==> config.mk <==
export PLATFORM = sky130hd
export DESIGN_NAME = segment_capture_ctrl
export DESIGN_NICKNAME = d
export VERILOG_FILES = /design/src/rtl/segment_capture_ctrl_pkg.sv /design/src/rtl/segment_capture_ctrl_seg_period_counter.sv /design/src/rtl/segment_capture_ctrl.sv
export SDC_FILE = /design/constraint.sdc
export NUM_CORES = 1
export LEC_CHECK = 0
export CELL_PAD_IN_SITES_DETAIL_PLACEMENT = 2
export CELL_PAD_IN_SITES_GLOBAL_PLACEMENT = 2
export CORE_MARGIN = 3
export CORE_UTILIZATION = 36
export DETAILED_ROUTE_END_ITERATION = 8
export HOLD_SLACK_MARGIN = 0.05
export PLACE_DENSITY_LB_ADDON = 0.3
export SLEW_MARGIN = 20
export SYNTH_ARGS = -nofsm -noshare
export SYNTH_HDL_FRONTEND = slang
export SYNTH_SLANG_ARGS = --single-unit
==> constraint.sdc <==
create_clock -name adc_clk -period 7.3 [get_ports adc_clk]
set_input_delay 0.73 -clock adc_clk [delete_from_list [all_inputs] [get_ports adc_clk]]
set_output_delay 0.73 -clock adc_clk [all_outputs]
set_load 0.005 [all_outputs]
==> src/rtl/segment_capture_ctrl_pkg.sv <==
// Shared types for the segment capture sequencer: FSM encoding, error bit
// positions and the per-state registered output set.
package segment_capture_ctrl_pkg;

    typedef enum logic [2:0] {
        IDLE      = 3'd0,
        ARMING    = 3'd1,
        WAIT_TRIG = 3'd2,
        CAPTURE   = 3'd3,
        HOLDOFF   = 3'd4,
        DONE      = 3'd5
    } state_t;

    localparam int ERR_GO_OVERRUN   = 0;
    localparam int ERR_PERIOD_SHORT = 1;
    localparam int ERR_FIFO_OVF     = 2;

    typedef struct packed {
        logic arm;
        logic armed_ready;
        logic done;
        logic wr;
        logic busy;
    } ctrl_outs_t;

    // Output pattern registered alongside each state transition.
    function automatic ctrl_outs_t state_outs(state_t s);
        ctrl_outs_t o;
        o = '0;
        case (s)
            ARMING:             begin o.arm = 1'b1; o.busy = 1'b1; end
            WAIT_TRIG, HOLDOFF: begin o.arm = 1'b1; o.armed_ready = 1'b1; o.busy = 1'b1; end
            CAPTURE:            begin o.arm = 1'b1; o.armed_ready = 1'b1; o.wr = 1'b1; o.busy = 1'b1; end
            DONE:               o.done = 1'b1;
            default:            o = '0;
        endcase
        return o;
    endfunction

endpackage

==> src/rtl/segment_capture_ctrl_seg_period_counter.sv <==
// Saturating up-counter with synchronous clear and a terminal-count flag,
// used for both the in-segment sample count and the segment period count.
module seg_period_counter #(
    parameter int W = 20
) (
    input  logic         adc_clk,
    input  logic         reset,
    input  logic         clr,
    input  logic         en,
    input  logic [W-1:0] term,
    output logic [W-1:0] cnt,
    output logic         tc
);

    always_ff @(posedge adc_clk) begin
        if (reset || clr)
            cnt <= '0;
        else if (en && cnt != '1)
            cnt <= cnt + W'(1);
    end

    assign tc = (cnt == term);

endmodule

==> src/rtl/segment_capture_ctrl.sv <==
// Multi-segment ADC capture sequencer: arms the trigger unit, starts segments on
// capture_go (or a fixed period in timed mode) and gates FIFO writes.
module segment_capture_ctrl
    import segment_capture_ctrl_pkg::*;
#(
    parameter int SEG_W  = 16,
    parameter int SAMP_W = 20
) (
    input  logic              adc_clk,
    input  logic              reset,
    input  logic              start_i,
    input  logic              timed_mode_i,
    input  logic [SEG_W-1:0]  num_seg_i,
    input  logic [SAMP_W-1:0] seg_samples_i,
    input  logic [SAMP_W-1:0] seg_period_i,
    input  logic              fifo_ready_i,
    input  logic              fifo_full_i,
    input  logic              capture_go_i,
    output logic              arm_o,
    output logic              armed_ready_o,
    output logic              capture_done_o,
    output logic              fifo_wr_o,
    output logic [SEG_W-1:0]  seg_cnt_o,
    output logic              busy_o,
    output logic [2:0]        err_o
);

    state_t            state;
    ctrl_outs_t        outs;
    logic              start_d;
    logic              timed_q, short_q;
    logic [SEG_W-1:0]  num_seg_q;
    logic [SAMP_W-1:0] samp_term_q, period_term_q;
    logic [SAMP_W-1:0] samp_cnt, period_cnt;
    logic [SAMP_W-1:0] samp_eff;
    logic              samp_tc, period_tc;
    logic              in_cap, in_hold, start_rise, seg_last, back_to_back;

    assign in_cap       = (state == CAPTURE);
    assign in_hold      = (state == HOLDOFF);
    assign start_rise   = start_i & ~start_d;
    assign seg_last     = ((seg_cnt_o + SEG_W'(1)) == num_seg_q);
    assign back_to_back = in_cap && samp_tc && !seg_last && timed_q && short_q;
    assign samp_eff     = (seg_samples_i == '0) ? SAMP_W'(1) : seg_samples_i;

    seg_period_counter #(.W(SAMP_W)) u_samp_cnt (
        .adc_clk (adc_clk),
        .reset   (reset),
        .clr     (!in_cap || samp_tc),
        .en      (in_cap),
        .term    (samp_term_q),
        .cnt     (samp_cnt),
        .tc      (samp_tc)
    );

    // Period runs from each segment's first write through CAPTURE and HOLDOFF.
    seg_period_counter #(.W(SAMP_W)) u_period_cnt (
        .adc_clk (adc_clk),
        .reset   (reset),
        .clr     (!(in_cap || in_hold) || (in_hold && period_tc) || back_to_back),
        .en      (in_cap || in_hold),
        .term    (period_term_q),
        .cnt     (period_cnt),
        .tc      (period_tc)
    );

    always_ff @(posedge adc_clk) begin
        if (reset) begin
            state         <= IDLE;
            outs          <= '0;
            start_d       <= 1'b0;
            timed_q       <= 1'b0;
            short_q       <= 1'b0;
            num_seg_q     <= '0;
            samp_term_q   <= '0;
            period_term_q <= '0;
            seg_cnt_o     <= '0;
            err_o         <= '0;
        end else begin
            start_d <= start_i;
            if (outs.busy && !start_i) begin
                state <= IDLE;
                outs  <= state_outs(IDLE);
            end else begin
                case (state)
                    IDLE: if (start_rise) begin
                        timed_q       <= timed_mode_i;
                        num_seg_q     <= (num_seg_i == '0) ? SEG_W'(1) : num_seg_i;
                        samp_term_q   <= samp_eff - SAMP_W'(1);
                        period_term_q <= seg_period_i - SAMP_W'(1);
                        short_q       <= (seg_period_i <= samp_eff);
                        seg_cnt_o     <= '0;
                        err_o         <= '0;
                        state         <= ARMING;
                        outs          <= state_outs(ARMING);
                    end
                    ARMING: if (fifo_ready_i) begin
                        state <= WAIT_TRIG;
                        outs  <= state_outs(WAIT_TRIG);
                    end
                    WAIT_TRIG: if (capture_go_i) begin
                        state <= CAPTURE;
                        outs  <= state_outs(CAPTURE);
                    end
                    CAPTURE: begin
                        if (capture_go_i)
                            err_o[ERR_GO_OVERRUN] <= 1'b1;
                        if (fifo_full_i) begin
                            err_o[ERR_FIFO_OVF] <= 1'b1;
                            state <= DONE;
                            outs  <= state_outs(DONE);
                        end else if (samp_tc) begin
                            if (seg_cnt_o != num_seg_q)
                                seg_cnt_o <= seg_cnt_o + SEG_W'(1);
                            if (seg_last) begin
                                state <= DONE;
                                outs  <= state_outs(DONE);
                            end else if (!timed_q) begin
                                state <= WAIT_TRIG;
                                outs  <= state_outs(WAIT_TRIG);
                            end else if (short_q) begin
                                // Period too short: next segment follows with no gap.
                                err_o[ERR_PERIOD_SHORT] <= 1'b1;
                            end else begin
                                state <= HOLDOFF;
                                outs  <= state_outs(HOLDOFF);
                            end
                        end
                    end
                    HOLDOFF: begin
                        if (capture_go_i)
                            err_o[ERR_GO_OVERRUN] <= 1'b1;
                        if (period_tc) begin
                            state <= CAPTURE;
                            outs  <= state_outs(CAPTURE);
                        end
                    end
                    DONE: if (!start_i) begin
                        state <= IDLE;
                        outs  <= state_outs(IDLE);
                    end
                    default: begin
                        state <= IDLE;
                        outs  <= state_outs(IDLE);
                    end
                endcase
            end
        end
    end

    assign arm_o          = outs.arm;
    assign armed_ready_o  = outs.armed_ready;
    assign capture_done_o = outs.done;
    assign busy_o         = outs.busy;
    assign fifo_wr_o      = outs.wr & ~fifo_full_i;

endmodule

==> flow_metrics.py, run 1 <==
metrics = {
    "yosys": {
        "async_flop_share_pct": 0,
        "ys_seq_area_share_pct": 34.28,
        "ys.flop_type": "dfxtp_1",
        "synth_edf_count": 0,
        "synth_fp_nets": 986,
        "syn-cell-area_mm2": 0.007300,
        "synth.distinct_cells": 65,
        "yosysWarnings": 0,
        "synth-seq-cells": 125,
        "synthTopCellsByArea": "dfxtp_1 (34%), xnor2_1 (10%), nor2_1 (5.6%)",
        "synth_area_per_cell_um2": 8.129,
        "synth.top_cell.area_share_pct": 34.28,
        "synthCells": 898,
        "synth_top_area_cell": "dfxtp_1",
    },
    "sta": {
        "max_freq_mhz": 243.2,
        "grt_setup_unrepaired": "false",
        "setup-tns-final_ns": 0,
        "fin_ws_ns": 3.188,
        "hold_viol_final": 0,
        "fin_crit_ns": 4.112,
        "maxSlewViolCount": 0,
        "timing.final.crit_share_pct": 56.32,
        "setup_viol": 0,
        "skew_ns": 0.007921,
        "worst_hold_slack_ns": 0.4481,
        "max_slew.worst_pin.slew_ns": 1.003,
        "slew_headroom_pct": 33.13,
    },
    "die": {
        "start_util_pct": 37.02,
        "die-area_mm2": 0.02202,
        "rows": 51,
        "die_y_um": 148.4,
        "io_pins": 87,
        "die_width_um": 148.4,
        "coreArea_mm2": 0.01972,
    },
    "layout": {
        "syn_to_final_growth_pct": 21.48,
        "antenna_cells": 0,
        "layout-drive-gt1-share_pct": 7.084,
        "fillers": 2227,
        "final_common_cell": "dfxtp_1",
        "final_cell_mix": "dfxtp_1 (125), nor2_1 (109), xnor2_1 (86)",
        "final_nets": 1052,
    },
    "global_routing": {
        "busiest_layer": "met2",
        "antenna_found_initial": 0,
        "grt_start_max_net_pins": 98,
        "grt_overflow": 0,
        "grt_use_met2_pct": 39.64,
        "grt_use_met1_pct": 28.58,
        "grt_use_total_pct": 22.41,
        "grt_use_met3_pct": 4.388,
        "grt_pass1_vias": 7331,
        "grt_pass1_wl_mm": 39.80,
    },
    "drt": {
        "wl_per_cell_um": 19.72,
        "first_pass_iters": 4,
        "viasPerCell": 5.496,
        "antenna_left": 0,
        "wirelength_mm": 24.44,
        "drt_iter0_markers": 341,
        "vias": 6809,
        "drc": 0,
    },
    "job": {
        "cap_violations": 0,
    },
    "place": {
        "place_congestion": 0.8015,
        "portBuffers": 86,
        "hpwl_mm": 17.92,
        "pre_cts_ws_ns": 2.916,
    },
    "critical_path": {
        "path_cells": "clkdlybuf4s50_1, or4_1, nor4_1, nand3_1, nor4_1, nor2_1, inv_1, ha_1, nor2b_1, o21ai_0, nand2b_1, a21oi_1, nor2b_1, or4_1, a211oi_1",
        "critPathSlowestCell": "or4_1",
        "slowest_delay_ns": 0.61,
        "r2r_slack_ns": 3.80,
        "cp.arrival_ns": 4.44,
        "criticalPathCategory": "in2reg",
        "crit_fanout": 5,
        "crit_path_end_kind": "flop",
        "crit_required_ns": 7.62,
        "start_kind": "primary input",
    },
    "clock_tree": {
        "clk_pin_slew_worst_paths_ns": 0.06,
        "cts_resized": 0,
        "cts_setup_buffers": 0,
        "hold_buffers": 0,
        "clkSinkCount": 125,
        "h-tree-depth": 4,
        "clock_path_buffers": 2,
        "cts_root_buffer": "clkbuf_16",
        "insertion_delay_ns": 0.41,
        "cts_tree": "done",
        "numCtsBuffers": 17,
    },
    "hold_path": {
        "hold_path_class": "reg2reg",
    },
    "power": {
        "power.density_mw_per_mm2": 242.0,
        "power_leakage_uw": 0.002955,
        "peakVddDrop_mv": 0.1641,
    },
    "run_status": {
        "status": "complete, no violations",
    },
}
-- Yosys cell counts, drive strengths merged, types with 24 or more instances --
| library cell | count |
|---|---|
| dfxtp | 125 |
| clkbuf | 34 |
| nor4 | 24 |
| xnor2 | 86 |
| nand3 | 27 |
| ha | 25 |
| nor3 | 29 |
| a21oi | 45 |
| nor2 | 123 |
| xor2 | 45 |
| o21ai | 28 |
| inv | 29 |
| nand4 | 27 |
| nand2 | 78 |
| a211oi | 30 |
-- logic make-up (layout without fill, tap and decap cells) --
family / after synthesis / in the layout / share of synthesized area [%]
simple gates: 390 / 390 / 27.29
compound gates: 153 / 153 / 13.83
xor+xnor: 131 / 131 / 15.72
flops: 125 / 125 / 34.28
buf+inv: 72 / 148 / 4.319
fa+ha+maj: 25 / 25 / 4.285
mux: 2 / 2 / 0.2743
-- registers in the layout (all words and copies together) (netlist names), 3 cells and up --
register,cells
seg_cnt_o,16
err_o,3
u_samp_cnt.cnt,20
num_seg_q,16
samp_term_q,20
period_term_q,20
state,3
u_period_cnt.cnt,20
-- per-stage QoR --
stage                     instances  total power (µW)  area (µm²)  util [%]
after floorplan                 898              1154        7300         -
after global placement         1210              1318        8322     42.20
after detailed placement       1210              1341        8322     42.20
after CTS                      1239              2170        8867     44.97
after global routing           1239              2268        8867     44.97
final                          1239              2146        8867     44.97
-- per-layer routing --
layer | up-vias | routed length [µm]
met1 | 3407 | 11290
met5 | - | 0
met3 | 16 | 713
met2 | 92 | 12210
met4 | 0 | 218
li1 | 3294 | -
-- report_power, final --
part           internal [µW]  switching (µW)  total, µW
registers                756            75.6        831
logic                    212             293        504
clock network            503             307        810
-- worst paths after layout --
path	cells after the start	endpoint	from
max	15	short_q	seg_samples_i[11]
max reg2reg	9	u_period_cnt.cnt[8]	seg_cnt_o[0]
min	2	outs[1]	outs[1]
min reg2reg	2	outs[1]	outs[1]
-- worst max-delay path: cells and delay by family --
family | cells | cell delay [ns]
buf+inv | 2 | 0.56
simple gates | 9 | 2.37
fa+ha+maj | 1 | 0.14
compound gates | 3 | 0.61
-- area by class of cell --
cell class              instances  area (µm²)  area share [%]
clock buffers                  21       450.4           5.080
repair buffers                 90       885.9           9.990
flip-flops and latches        125        2502           28.22
well taps                     265       331.6           3.739
inverters                      29       108.9           1.228
clock inverters                 8       95.09           1.072
multi-input cells             701        4493           50.67
(Power assumes the default switching activity.)
==> inputs of run 2 (changes only) <==
--- a/config.mk
+++ b/config.mk
@@ -8,7 +8,7 @@
 export CELL_PAD_IN_SITES_DETAIL_PLACEMENT = 2
 export CELL_PAD_IN_SITES_GLOBAL_PLACEMENT = 2
 export CORE_MARGIN = 3
-export CORE_UTILIZATION = 36
+export CORE_UTILIZATION = 30
 export DETAILED_ROUTE_END_ITERATION = 8
 export HOLD_SLACK_MARGIN = 0.05
 export PLACE_DENSITY_LB_ADDON = 0.3
==> constraint.sdc (replaced) <==
create_clock -name adc_clk -period 3.76 [get_ports adc_clk]
set_input_delay 0.376 -clock adc_clk [delete_from_list [all_inputs] [get_ports adc_clk]]
set_output_delay 0.376 -clock adc_clk [all_outputs]
set_load 0.005 [all_outputs]
==> run 2 against run 1 <==
Compared with the run above:
- hold slack worse by 0.16 ns
- clock power up 120%
- sequential power up 93%
- global-route usage down 3.8 points
- critical endpoint unchanged
==> flow_metrics.py, run 2 (synthesized netlist as in run 1, its figures left out) <==
metrics = {
    "critical_path": {
        "start_kind": "primary input",
        "slowest_delay_ns": 0.55,
        "critPathBufInv": 2,
        "crit_path_end_kind": "flop",
        "criticalPathCategory": "in2reg",
        "critPathSlowestCell": "or4_1",
        "path_cells": "clkdlybuf4s50_1, or4_1, nor4_1, nand3_1, nor4_1, nor2_1, inv_1, ha_1, nor2b_1, o21ai_0, nand2b_1, a21oi_1, nor2b_1, or4_1, a211oi_1",
        "crit_fanout": 4,
        "cp.arrival_ns": 3.69,
        "critPathTopFamily": "simple AND/OR/NAND/NOR gates",
        "crit_required_ns": 4.09,
    },
    "layout": {
        "final_common_cell": "dfxtp_1",
        "syn_to_final_growth_pct": 25.09,
        "layout-drive-gt1-share_pct": 8.797,
        "utilization_pct": 38.56,
        "fin_cells": 1308,
        "final_nets": 1064,
        "antenna_cells": 0,
        "final_cell_mix": "dfxtp_1 (125), nor2_1 (109), xnor2_1 (86)",
    },
    "sta": {
        "setup_viol": 0,
        "fin_crit_ns": 3.358,
        "max_slew.worst_pin.slew_ns": 0.9660,
        "setup-tns-final_ns": 0,
        "skew_ns": 0.01441,
        "maxSlewViolCount": 0,
        "slew_headroom_pct": 35.60,
        "max_freq_mhz": 297.8,
        "hold_viol_final": 0,
        "fin_ws_ns": 0.4021,
        "timing.final.crit_share_pct": 89.31,
        "grt_setup_unrepaired": "false",
    },
    "drt": {
        "first_pass_iters": 4,
        "wirelength_mm": 23.70,
        "wl_per_cell_um": 18.12,
        "antenna_left": 0,
        "drc": 0,
        "viasPerCell": 5.127,
        "vias": 6706,
        "drt_iter0_markers": 227,
    },
    "place": {
        "placed_cells": 1276,
        "hpwl_mm": 18.03,
        "place_congestion": 0.7810,
        "portBuffers": 86,
        "pre_cts_ws_ns": -0.03777,
    },
    "run_status": {
        "status": "complete, no violations",
    },
    "die": {
        "die-area_mm2": 0.02624,
        "die_y_um": 162.0,
        "coreArea_mm2": 0.02368,
        "start_util_pct": 30.82,
        "rows": 56,
        "die_width_um": 162.0,
        "io_pins": 87,
    },
    "power": {
        "power.density_mw_per_mm2": 481.2,
        "power.net_switching_uw": 1339,
        "p_int_uw": 3055,
        "finalPower_uw": 4394,
        "netSwitchingFraction_pct": 30.47,
        "power_leakage_uw": 0.003052,
        "peakVddDrop_mv": 0.1976,
        "clkPwrFrac_pct": 41.4,
        "seq_power_share_pct": 36.5,
        "p_comb_share_pct": 22.1,
    },
    "clock_tree": {
        "clock_path_buffers": 2,
        "hold_buffers": 0,
        "numCtsBuffers": 17,
        "clk_pin_slew_worst_paths_ns": 0.06,
        "cts_root_buffer": "clkbuf_16",
        "cts_setup_buffers": 0,
        "cts_resized": 0,
        "cts_tree": "done",
        "clkSinkCount": 125,
        "h-tree-depth": 4,
        "insertion_delay_ns": 0.43,
    },
    "global_routing": {
        "antenna_found_initial": 0,
        "grt_overflow": 0,
        "grt_pass1_vias": 7157,
        "grt_use_total_pct": 18.59,
        "grt_start_max_net_pins": 97,
        "grt_pass1_wl_mm": 39.10,
    },
    "hold_path": {
        "hold_path_class": "in2reg",
    },
    "job": {
        "cap_violations": 0,
    },
}
run 2: cell types whose count changed in the layout (fill, tap and decap cells not counted), sizes merged:
cell	previous run	this run
buf	5	17
clkinv	4	3
inv	29	30
clkinvlp	2	4
bufinv	2	4
clkbuf	21	20
run 2: final timing paths:
| path | to | cells after the start | startpoint | slack, ns |
|---|---|---|---|---|
| max | short_q | 15 | seg_samples_i[12] | 0.40 |
| min | seg_cnt_o[1] | 2 | reset | 0.29 |
| max reg2reg | u_period_cnt.cnt[17] | 10 | seg_cnt_o[1] | 0.49 |
| min reg2reg | outs[1] | 2 | outs[1] | 0.46 |
run 2: power by group through the flow:
stage / Sequential (µW) / Clock (µW) / Combinational, µW
after floorplan: 1580 / 0 / 663
after global placement: 1630 / 0 / 953
after detailed placement: 1640 / 0 / 978
after CTS: 1610 / 1860 / 985
after global routing: 1630 / 1920 / 1090
final: 1600 / 1820 / 970
run 2: cell type report:
class,count,area (µm²)
inverters,29,108.9
fillers,2746,14550
clock buffers,20,466.7
multi-input cells,701,4493
well taps,319,399.1
flip-flops and latches,125,2502
repair buffers,102,975.9
clock inverters,12,185.2
run 2: stage by stage:
step	hold WS (ns)	cell area, µm²
6_report	0.2853	9131
2_1_floorplan	0.4274	7300
3_3_place_gp	0.4396	8479
3_5_place_dp	0.4569	8479
5_1_grt	0.3028	9131
4_1_cts	0.2656	9131
run 2: worst reg2reg max path, stage by stage (launching register included):
cell and delay (ns):
dfxtp_1 0.48, ha_1 0.34, nand3_2 0.25, nor3_1 0.21
a31oi_1 0.08, or4_4 0.57, nor4_4 0.53, nor2_2 0.09
a211o_1 0.27, buf_4 0.23, nor2_1 0.16
run 2: routing by layer:
layer	global-route usage (%)	part of all wire, %
met4	4.071	0.89
met5	0	0
met3	3.315	2.8
met1	24.29	48
met2	32.14	49
==> inputs of run 3 (changes only) <==
--- a/config.mk
+++ b/config.mk
@@ -5,6 +5,7 @@
 export SDC_FILE = /design/constraint.sdc
 export NUM_CORES = 1
 export LEC_CHECK = 0
+export ABC_CLOCK_PERIOD_IN_PS = 3760
 export CELL_PAD_IN_SITES_DETAIL_PLACEMENT = 2
 export CELL_PAD_IN_SITES_GLOBAL_PLACEMENT = 2
 export CORE_MARGIN = 3
==> results of run 3 <==
Same layout as run 2: the final DEF is identical, and so are final timing and power.
